$ cat config.mk
export PLATFORM = sky130hd
export DESIGN_NAME = lsu_mem_master
export DESIGN_NICKNAME = d
export VERILOG_FILES = /design/src/rtl/lsu_mem_master.sv
export SDC_FILE = /design/constraint.sdc
export NUM_CORES = 1
export LEC_CHECK = 0
export CELL_PAD_IN_SITES_DETAIL_PLACEMENT = 1
export CELL_PAD_IN_SITES_GLOBAL_PLACEMENT = 1
export CORE_MARGIN = 2
export CORE_UTILIZATION = 28
export DETAILED_ROUTE_END_ITERATION = 6
export HOLD_SLACK_MARGIN = 0.05
export PLACE_DENSITY = 0.81
export RECOVER_POWER = 50
export SLEW_MARGIN = 10
export SYNTH_ARGS = -nofsm -noshare
export SYNTH_HDL_FRONTEND = slang
export SYNTH_SLANG_ARGS = --single-unit
$ cat constraint.sdc
create_clock -name i_clk -period 2.1 [get_ports i_clk]
set_input_delay 0.525 -clock i_clk [delete_from_list [all_inputs] [get_ports i_clk]]
set_output_delay 0.525 -clock i_clk [all_outputs]
set_load 0.1 [all_outputs]
$ cat src/rtl/lsu_mem_master.sv
// lsu_mem_master
//   Initiator-side load/store unit for a single-port word memory bus with a
//   combinational read and a write on the rising clock edge. Accepts one RV32I
//   load/store per transaction. Loads are lane-selected and sign/zero-extended.
//   SB/SH are built as read-modify-write because the memory only writes whole
//   words. The response is a single-cycle pulse.
//
//   Build option: define LSU_RMW_EN to enable sub-word stores (SB/SH) through
//   the RMW_RD state. When it is undefined, SB/SH are rejected as illegal.
//
// Ports
//   i_clk, i_rst                 clock, synchronous active-high reset
//   i_req_valid / o_req_ready    request handshake (ready only when idle)
//   i_req_write, i_req_funct3    store flag and RV32I funct3
//   i_req_addr, i_req_wdata      byte address, right-aligned store data
//   o_resp_valid/err/rdata       one-cycle response, error flag, load result
//   o_mem_address                word-aligned byte address to memory
//   o_mem_write_data             merged store word
//   o_mem_write_enable           write strobe, high only in WRITE
//   i_mem_read_data              combinational read data for o_mem_address
module lsu_mem_master #(
  parameter int unsigned ADDR_LIMIT = 1024
) (
  input  logic        i_clk,
  input  logic        i_rst,
  input  logic        i_req_valid,
  output logic        o_req_ready,
  input  logic        i_req_write,
  input  logic [2:0]  i_req_funct3,
  input  logic [31:0] i_req_addr,
  input  logic [31:0] i_req_wdata,
  output logic        o_resp_valid,
  output logic        o_resp_err,
  output logic [31:0] o_resp_rdata,
  output logic [31:0] o_mem_address,
  output logic [31:0] o_mem_write_data,
  output logic        o_mem_write_enable,
  input  logic [31:0] i_mem_read_data
);

  typedef enum logic [2:0] {
    ST_IDLE   = 3'd0,
    ST_LOAD   = 3'd1,
    ST_WRITE  = 3'd2,
    ST_RESP   = 3'd3
`ifdef LSU_RMW_EN
    ,
    ST_RMW_RD = 3'd4
`endif
  } state_t;

  state_t      r_state;
  state_t      w_state_nxt;
  logic [2:0]  r_funct3;
  logic [1:0]  r_off;
  logic [31:0] r_mem_address;
  logic [31:0] r_mem_wdata;
  logic        r_resp_valid;
  logic        r_resp_err;
  logic [31:0] r_resp_rdata;

  logic        w_accept;
  logic        w_misaligned;
  logic        w_illegal;
  logic        w_range_err;
  logic        w_req_err;
  logic [7:0]  w_byte;
  logic [15:0] w_half;
  logic [31:0] w_load_data;
  logic [31:0] w_mem_wdata_nxt;
  logic        w_resp_valid_nxt;
  logic        w_resp_err_nxt;
  logic [31:0] w_resp_rdata_nxt;
`ifdef LSU_RMW_EN
  logic [31:0] w_merge;
`endif

  assign o_req_ready        = (r_state == ST_IDLE);
  assign w_accept           = i_req_valid && (r_state == ST_IDLE);
  // Decoded from state so the strobe can never outlive WRITE; reset kills it at once.
  assign o_mem_write_enable = (r_state == ST_WRITE) && !i_rst;
  assign o_mem_address      = r_mem_address;
  assign o_mem_write_data   = r_mem_wdata;
  assign o_resp_valid       = r_resp_valid;
  assign o_resp_err         = r_resp_err;
  assign o_resp_rdata       = r_resp_rdata;

  // Request error classification: alignment, encoding legality and address range.
  always_comb begin
    w_misaligned = ((i_req_funct3[1:0] == 2'b01) && i_req_addr[0]) ||
                   ((i_req_funct3[1:0] == 2'b10) && (i_req_addr[1:0] != 2'b00));
    if (i_req_write) begin
`ifdef LSU_RMW_EN
      w_illegal = (i_req_funct3 >= 3'd3);
`else
      // Without the RMW path only full-word stores can be performed.
      w_illegal = (i_req_funct3 != 3'd2);
`endif
    end else begin
      w_illegal = (i_req_funct3 == 3'd3) || (i_req_funct3 == 3'd6) ||
                  (i_req_funct3 == 3'd7);
    end
    w_range_err = (i_req_addr >= 32'(ADDR_LIMIT));
    w_req_err   = w_misaligned || w_illegal || w_range_err;
  end

  // Load lane selection and extension using the latched offset and funct3.
  always_comb begin
    case (r_off)
      2'd0:    w_byte = i_mem_read_data[7:0];
      2'd1:    w_byte = i_mem_read_data[15:8];
      2'd2:    w_byte = i_mem_read_data[23:16];
      2'd3:    w_byte = i_mem_read_data[31:24];
      default: w_byte = 8'd0;
    endcase
    w_half = r_off[1] ? i_mem_read_data[31:16] : i_mem_read_data[15:0];
    case (r_funct3)
      3'd0:    w_load_data = {{24{w_byte[7]}}, w_byte};
      3'd1:    w_load_data = {{16{w_half[15]}}, w_half};
      3'd2:    w_load_data = i_mem_read_data;
      3'd4:    w_load_data = {24'd0, w_byte};
      3'd5:    w_load_data = {16'd0, w_half};
      default: w_load_data = 32'd0;
    endcase
  end

`ifdef LSU_RMW_EN
  // Sub-word merge: only the addressed lane is replaced, the rest of the word is kept.
  always_comb begin
    w_merge = i_mem_read_data;
    if (r_funct3[0] == 1'b0) begin
      case (r_off)
        2'd0:    w_merge[7:0]   = r_mem_wdata[7:0];
        2'd1:    w_merge[15:8]  = r_mem_wdata[7:0];
        2'd2:    w_merge[23:16] = r_mem_wdata[7:0];
        2'd3:    w_merge[31:24] = r_mem_wdata[7:0];
        default: w_merge        = i_mem_read_data;
      endcase
    end else begin
      if (r_off[1]) begin
        w_merge[31:16] = r_mem_wdata[15:0];
      end else begin
        w_merge[15:0]  = r_mem_wdata[15:0];
      end
    end
  end
`endif

  // Next-state and next-output decode for the transaction FSM.
  always_comb begin
    w_state_nxt      = r_state;
    w_mem_wdata_nxt  = r_mem_wdata;
    w_resp_valid_nxt = 1'b0;
    w_resp_err_nxt   = 1'b0;
    w_resp_rdata_nxt = 32'd0;
    case (r_state)
      ST_IDLE: begin
        if (i_req_valid) begin
          w_mem_wdata_nxt = i_req_wdata;
          if (w_req_err) begin
            w_state_nxt      = ST_RESP;
            w_resp_valid_nxt = 1'b1;
            w_resp_err_nxt   = 1'b1;
          end else if (!i_req_write) begin
            w_state_nxt = ST_LOAD;
          end
`ifdef LSU_RMW_EN
          else if (i_req_funct3 != 3'd2) begin
            w_state_nxt = ST_RMW_RD;
          end
`endif
          else begin
            w_state_nxt = ST_WRITE;
          end
        end else begin
          w_state_nxt = ST_IDLE;
        end
      end
      ST_LOAD: begin
        w_state_nxt      = ST_RESP;
        w_resp_valid_nxt = 1'b1;
        w_resp_rdata_nxt = w_load_data;
      end
`ifdef LSU_RMW_EN
      ST_RMW_RD: begin
        w_state_nxt     = ST_WRITE;
        w_mem_wdata_nxt = w_merge;
      end
`endif
      ST_WRITE: begin
        w_state_nxt      = ST_RESP;
        w_resp_valid_nxt = 1'b1;
      end
      ST_RESP: begin
        w_state_nxt = ST_IDLE;
      end
      default: begin
        w_state_nxt = ST_IDLE;
      end
    endcase
  end

  // State, request latches and registered response outputs.
  always_ff @(posedge i_clk) begin
    if (i_rst) begin
      r_state       <= ST_IDLE;
      r_funct3      <= 3'd0;
      r_off         <= 2'd0;
      r_mem_address <= 32'd0;
      r_mem_wdata   <= 32'd0;
      r_resp_valid  <= 1'b0;
      r_resp_err    <= 1'b0;
      r_resp_rdata  <= 32'd0;
    end else begin
      r_state      <= w_state_nxt;
      r_mem_wdata  <= w_mem_wdata_nxt;
      r_resp_valid <= w_resp_valid_nxt;
      r_resp_err   <= w_resp_err_nxt;
      r_resp_rdata <= w_resp_rdata_nxt;
      if (w_accept) begin
        r_funct3      <= i_req_funct3;
        r_off         <= i_req_addr[1:0];
        r_mem_address <= {i_req_addr[31:2], 2'b00};
      end
    end
  end

endmodule

==> insert_results.sql, run 1 <==
INSERT INTO impl_metrics (metric_group, metric, value, unit) VALUES
('setup_path', 'worst_path_max_delay_cell', 'dfxtp_1', ''),
('floorplanning', 'rows', '43', ''),
('cells_and_area', 'share_of_layout_cells_above_drive_strength_1', '21.7', '%'),
('setup_path', 'reg2reg_setup_slack', '0.30', 'ns'),
('sta', 'maxSlewHeadroom', '56.6', '%'),
('setup_path', 'worst_path_dominant_cell_family', 'flip-flops', ''),
('cells_and_area', 'most_frequent_cells_in_the_layout', 'nand2_1, a21oi_1, dfxtp_1', ''),
('clocking', 'numCtsBuffers', '9', ''),
('cells_and_area', 'multi_input_comb_area', '1750', 'um2'),
('setup_path', 'r2r_cells', '6', ''),
('hold_path', 'hold_path_class', 'flop to flop', ''),
('clocking', 'insertion_delay', '0.35', 'ns'),
('yosys', 'yosys.cell_types.count', '43', ''),
('setup_path', 'worstPathMaxFanout', '3', ''),
('cells_and_area', 'finish.instance_area', '6160', 'um2'),
('sta', 'timing_worst_slew_pin_value', '0.652', 'ns'),
('cells_and_area', 'finalNetCount', '778', ''),
('global_routing', 'grt_start_max_net_pins', '62', ''),
('detailed_routing', 'via_count', '4151', ''),
('clocking', 'cts_hold_repair.buffers', '0', ''),
('placed_design', 'dp.final_hpwl', '11000', 'um'),
('cells_and_area', 'synthToLayoutAreaGrowth', '54.2', '%'),
('sta', 'setup_violations', '0', ''),
('global_routing', 'track_usage', '18.7', '%'),
('flow_run', 'cap_violations', '0', ''),
('global_routing', 'grt_pass1_wl', '21700', 'um'),
('cells_and_area', 'mostFrequentLayoutCell', 'nand2_1', ''),
('clocking', 'number_of_buffers_inserted_by_post_cts_setup_repair', '0', ''),
('sta', 'final_max_slew_violation_count', '0', ''),
('cells_and_area', 'diodes', '0', ''),
('detailed_routing', 'drt-wirelength-per-cell', '16.8', 'um'),
('power', 'clock_power_share', '18.2', '%'),
('clocking', 'clock-root-buffer', 'clkbuf_16', ''),
('setup_path', 'worst_setup_path_end_kind', 'output pin', ''),
('placed_design', 'placed_area', '6000', 'um2'),
('yosys', 'synth-seq-area-share', '51.6', '%'),
('yosys', 'synth.cell_area', '4000', 'um2'),
('global_routing', 'antenna_found_initial', '0', ''),
('placed_design', 'place.detailed.instances', '840', ''),
('sta', 'final_period_minus_worst_setup_slack', '1.84', 'ns'),
('sta', 'final_hold_viol_count', '0', ''),
('setup_path', 'cp_num_buf_inv', '2', ''),
('detailed_routing', 'dr.pass1.iters', '4', ''),
('power', 'seqPwrFrac', '29.8', '%'),
('setup_path', 'crit_type', 'flop to output pin', ''),
('detailed_routing', 'detail_route.iter0.violations', '187', ''),
('clocking', 'post_cts_resized', '0', ''),
('global_routing', 'vias_in_the_first_global_route', '4303', ''),
('detailed_routing', 'ant_nets', '0', ''),
('placed_design', 'placement.io_buffers', '200', ''),
('setup_path', 'setup.worst_path.start_class', 'flop', ''),
('sta', 'hold-worst-slack', '0.453', 'ns'),
('power', 'share_comb_of_total_power', '52.0', '%'),
('power', 'power_per_cell_area', '1350', 'nW/um2'),
('cells_and_area', 'register_area', '2060', 'um2'),
('placed_design', 'placer_congestion_estimate', '0.904', ''),
('setup_path', 'critical_path.cell_chain', 'inv_1 > ha_1 > nor2b_2 > buf_12', ''),
('clocking', 'tritoncts', 'yes', ''),
('power', 'total_leakage_power', '2.50', 'nW'),
('floorplanning', 'design.die.area', '15200', 'um2'),
('run_status', 'outcome', 'complete, no violations', ''),
('detailed_routing', 'detail_route.drc_violations', '0', ''),
('detailed_routing', 'via_per_inst', '4.86', ''),
('power', 'irDropWorstVdd', '0.000601', 'V'),
('sta', 'post-route-period-util', '87.8', '%'),
('floorplanning', 'io_pins', '203', ''),
('hold_path', 'worst_hold_path.num_cells', '2', ''),
('yosys', 'synth_area_per_cell', '8.34', 'um2'),
('sta', 'setup_repair_after_global_routing_missed_its_margin', 'no', ''),
('setup_path', 'worst_endpoint_data_arrival_time', '1.32', 'ns'),
('global_routing', 'global_route.overflow_total', '0', '');
layer usage:
layer	GRT usage, %	share of wire, %	vias to the layer above	wire [um]
met5	0	0	-	0
met4	7.32	2.7	0	391
met2	34.1	51	172	7260
met3	7.10	8.6	28	1230
li1	-	-	1986	-
met1	19.2	38	1965	5450
area by class of cell:
class / instances / area share, %
Clock buffer: 10 / 3.72
Clock inverter: 4 / 0.406
Inverter: 4 / 0.244
Multi-Input combinational cell: 336 / 28.4
Sequential cell: 103 / 33.5
Tap cell: 180 / 3.65
Timing Repair Buffer: 217 / 30.1
kinds of logic (layout without fill, tap and decap cells):
family	count (synthesis)	in the layout	synth area share, %
compound gates	130	130	18.3
mux	16	16	4.89
other cells	1	2	0.0939
simple gates	184	184	19.1
buf+inv	41	235	4.76
fa+ha+maj	4	4	1.25
flops	103	103	51.6
per-stage QoR:
stage,power [W],setup slack (ns)
CTS,0.00850,0.219
detailed placement,0.00695,-0.0722
global placement,0.00684,-0.0317
floorplan,0.00575,-0.105
global route,0.00872,0.159
finish,0.00833,0.257
worst max-delay path by stage:
stage | startpoint | to | slack (ns) | depth (start not counted)
3_5_place_dp | i_mem_read_data[31] | o_resp_rdata[26] | -0.07 | 5
4_1_cts | r_state[0] | o_mem_write_enable | 0.22 | 4
5_1_grt | r_state[0] | o_mem_address[30] | 0.16 | 6
3_3_place_gp | i_mem_read_data[31] | o_resp_rdata[30] | -0.03 | 5
2_1_floorplan | i_rst | o_mem_write_enable | -0.10 | 3
6_report | r_state[0] | o_mem_write_enable | 0.26 | 4
state kept, by name, indices dropped and copies added, names as in the netlist:
register          flops
o_mem_address        30
o_mem_write_data     32
o_resp_err            1
o_resp_rdata         32
o_resp_valid          1
r_funct3              3
r_off                 2
r_state               2
cell usage after synthesis, drive strengths merged (2+ instances only):
library cell | count | area share, %
a21oi | 105 | 13
a22oi | 8 | 1.5
a31oi | 2 | 0.31
buf | 16 | 2.4
clkbuf | 21 | 2.0
dfxtp | 103 | 52
ha | 4 | 1.3
inv | 4 | 0.38
mux2 | 2 | 0.66
mux2i | 12 | 3.0
mux4 | 2 | 1.2
nand2 | 154 | 15
nor2 | 13 | 1.2
nor2b | 3 | 0.47
nor4 | 5 | 0.94
o21ai | 4 | 0.50
o221a | 6 | 1.7
or2 | 2 | 0.31
power groups by stage:
stage / combinational (W) / clock (W) / sequential, W
after floorplan: 0.00115 / 0 / 0.00460
after global placement: 0.00433 / 0 / 0.00251
after detailed placement: 0.00442 / 0 / 0.00253
after CTS: 0.00443 / 0.00158 / 0.00249
after global routing: 0.00455 / 0.00165 / 0.00252
final: 0.00433 / 0.00151 / 0.00249
worst min-delay path, stage by stage, from the launching register on:
cell and delay [ns]:
dfxtp_1 0.31, nand2_1 0.05, a21oi_1 0.05
Note: power is estimated with default switching activity, not from simulation.
==> run 2, diff against run 1 <==
Settings changed: GPL_ROUTABILITY_DRIVEN from default to 0.
Clock period 2.1 ns to 1.9 ns, I/O delays scaled along.
==> insert_results.sql, run 2 (synthesized netlist as in run 1, its figures left out) <==
INSERT INTO impl_metrics (metric_group, metric, value, unit) VALUES
('run_status', 'outcome', 'complete, no violations', ''),
('power', 'total_leakage_power', '2.59', 'nW'),
('floorplanning', 'fp.dieW', '123', 'um'),
('hold_path', 'worst_hold_path.num_cells', '2', ''),
('hold_path', 'hold_path.startpoint', 'o_mem_write_data[21]', ''),
('hold_path', 'worstHoldEndpoint', 'o_mem_write_data[21]', ''),
('clocking', 'post_cts_resized', '0', ''),
('setup_path', 'worstPathMaxFanout', '3', ''),
('setup_path', 'regToRegStartpoint', 'r_state[0]', ''),
('cells_and_area', 'fillers', '1622', ''),
('floorplanning', 'rows', '43', ''),
('setup_path', 'crit_type', 'flop to output pin', ''),
('sta', 'final_max_slew_violation_count', '0', ''),
('clocking', 'tritoncts', 'yes', ''),
('setup_path', 'worstReg2RegEnd', 'o_mem_address[30]', ''),
('power', 'irDropWorstVdd', '0.000537', 'V'),
('cells_and_area', 'finalNetCount', '782', ''),
('detailed_routing', 'drt-wirelength-per-cell', '18.2', 'um'),
('clocking', 'clock_path_buffers', '2', ''),
('clocking', 'clock_input_transition_at_the_sequential_cells_of_the_worst_setup_and_hold_paths', '0.08', 'ns'),
('cells_and_area', 'most_frequent_cells_in_the_layout', 'nand2_1, a21oi_1, dfxtp_1', ''),
('detailed_routing', 'detail_route.drc_violations', '0', ''),
('floorplanning', 'design.die.area', '15200', 'um2'),
('detailed_routing', 'finalWirelength', '15600', 'um'),
('sta', 'finalClockSkew', '0.00766', 'ns'),
('setup_path', 'worst_endpoint_data_arrival_time', '1.32', 'ns'),
('setup_path', 'r2r_cells', '6', ''),
('sta', 'timing_worst_slew_pin_value', '0.630', 'ns'),
('cells_and_area', 'mostFrequentLayoutCell', 'nand2_1', ''),
('cells_and_area', 'finished_core_util', '46.6', '%'),
('cells_and_area', 'share_of_layout_cells_above_drive_strength_1', '22.6', '%'),
('global_routing', 'track_usage', '20.6', '%'),
('global_routing', 'antenna_found_initial', '1', ''),
('global_routing', 'grt_start_max_net_pins', '55', ''),
('clocking', 'cts_hold_repair.buffers', '0', ''),
('clocking', 'insertion_delay', '0.35', 'ns'),
('sta', 'maxSlewHeadroom', '57.9', '%'),
('detailed_routing', 'via_per_inst', '4.85', ''),
('clocking', 'numCtsBuffers', '9', ''),
('setup_path', 'setup.worst_path.start_class', 'flop', ''),
('global_routing', 'vias_in_the_first_global_route', '4526', ''),
('setup_path', 'worst_path_max_delay_cell', 'dfxtp_1', ''),
('detailed_routing', 'via_count', '4180', ''),
('sta', 'max_freq', '556', 'MHz'),
('placed_design', 'placed_area', '7250', 'um2'),
('placed_design', 'placement.io_buffers', '200', ''),
('sta', 'setup_violations', '0', ''),
('sta', 'final_hold_viol_count', '0', ''),
('hold_path', 'hold_path_class', 'flop to flop', ''),
('setup_path', 'reg2reg_setup_slack', '0.18', 'ns'),
('sta', 'post-route-period-util', '94.6', '%'),
('sta', 'setup_repair_after_global_routing_missed_its_margin', 'no', ''),
('setup_path', 'max_incr_delay_on_cp', '0.37', 'ns'),
('detailed_routing', 'detail_route.iter0.violations', '232', ''),
('setup_path', 'cp_num_buf_inv', '2', ''),
('clocking', 'clock_tree.htree_level_count', '3', ''),
('detailed_routing', 'dr.pass1.iters', '4', ''),
('global_routing', 'grt_pass1_wl', '23900', 'um'),
('cells_and_area', 'synthToLayoutAreaGrowth', '62.5', '%'),
('setup_path', 'worst_setup_path_end_kind', 'output pin', ''),
('flow_run', 'cap_violations', '0', ''),
('floorplanning', 'die_height', '123', 'um'),
('setup_path', 'timing.critical_path.required', '1.42', 'ns'),
('clocking', 'clock-sinks', '103', ''),
('placed_design', 'dp.final_hpwl', '12000', 'um'),
('setup_path', 'worst_path_dominant_cell_family', 'flip-flops', ''),
('setup_path', 'critical_path.cell_chain', 'inv_1 > ha_1 > nor2b_4 > buf_12', ''),
('clocking', 'number_of_buffers_inserted_by_post_cts_setup_repair', '0', ''),
('detailed_routing', 'ant_nets', '0', ''),
('sta', 'final_period_minus_worst_setup_slack', '1.80', 'ns'),
('floorplanning', 'initial_core_util', '28.7', '%'),
('global_routing', 'global_route.overflow_total', '0', ''),
('clocking', 'clock-root-buffer', 'clkbuf_16', ''),
('floorplanning', 'core', '13900', 'um2'),
('floorplanning', 'io_pins', '203', ''),
('power', 'power_per_cell_area', '1490', 'nW/um2'),
('cells_and_area', 'finish.instance_area', '6490', 'um2');
## run 2: cell count changes in the layout (fill, tap and decap cells not counted), sizes merged
cell      before  now
buf           81   49
bufinv         0    1
clkbuf        45   80
clkinvlp       2    4
diode          0    1
## run 2: stage by stage
| step | setup WS, ns | total power (W) | hold slack (ns) | setup TNS, ns | cells |
|---|---|---|---|---|---|
| after detailed placement | -0.225 | 0.00873 | 0.486 | -4.54 | 844 |
| after floorplan | 0.0834 | 0.00639 | 0.477 | 0 | 480 |
| after global placement | -0.193 | 0.00858 | 0.479 | -3.70 | 844 |
| after global routing | 0.0490 | 0.0101 | 0.481 | 0 | 861 |
| after CTS | 0.0821 | 0.0106 | 0.496 | 0 | 860 |
| final | 0.102 | 0.00968 | 0.455 | 0 | 861 |
## run 2: how the worst max path moves through the flow
stage,startpoint,endpoint,cells past startpoint
detailed placement,i_mem_read_data[7],o_resp_rdata[18],5
CTS,r_state[0],o_mem_write_enable,4
finish,r_state[0],o_mem_write_enable,4
global route,r_state[0],o_mem_write_enable,4
global placement,i_mem_read_data[31],o_resp_rdata[30],5
floorplan,i_rst,o_mem_write_enable,3
## run 2: routing by layer
metal / GRT usage (%) / part of all wire (%) / routed length (um)
met1: 22.6 / 38 / 5930
met2: 35.5 / 50 / 7820
met3: 6.00 / 8.1 / 1260
met4: 11.2 / 4.0 / 631
met5: 0 / 0 / 0
## run 2: worst min-delay path: stages, from the launching register on
cell,delay (ns)
dfxtp_1,0.31
nand2_1,0.05
a21oi_1,0.05
## run 2: cell type report
class / count / area, um2 / area share [%]
Timing Repair Buffer: 221 / 2120 / 32.6
Sequential cell: 103 / 2060 / 31.8
Inverter: 4 / 15.0 / 0.231
Multi-Input combinational cell: 336 / 1770 / 27.2
Antenna cell: 1 / 2.50 / 0.0385
Tap cell: 180 / 225 / 3.47
Clock inverter: 7 / 73.8 / 1.14
Clock buffer: 9 / 225 / 3.47
## run 2: power by group
group / internal [W] / switching (W) / total (W)
Clock: 0.00102 / 0.000856 / 0.00188
Sequential: 0.00253 / 0.000253 / 0.00278
Combinational: 0.00129 / 0.00373 / 0.00502
Total: 0.00484 / 0.00484 / 0.00968
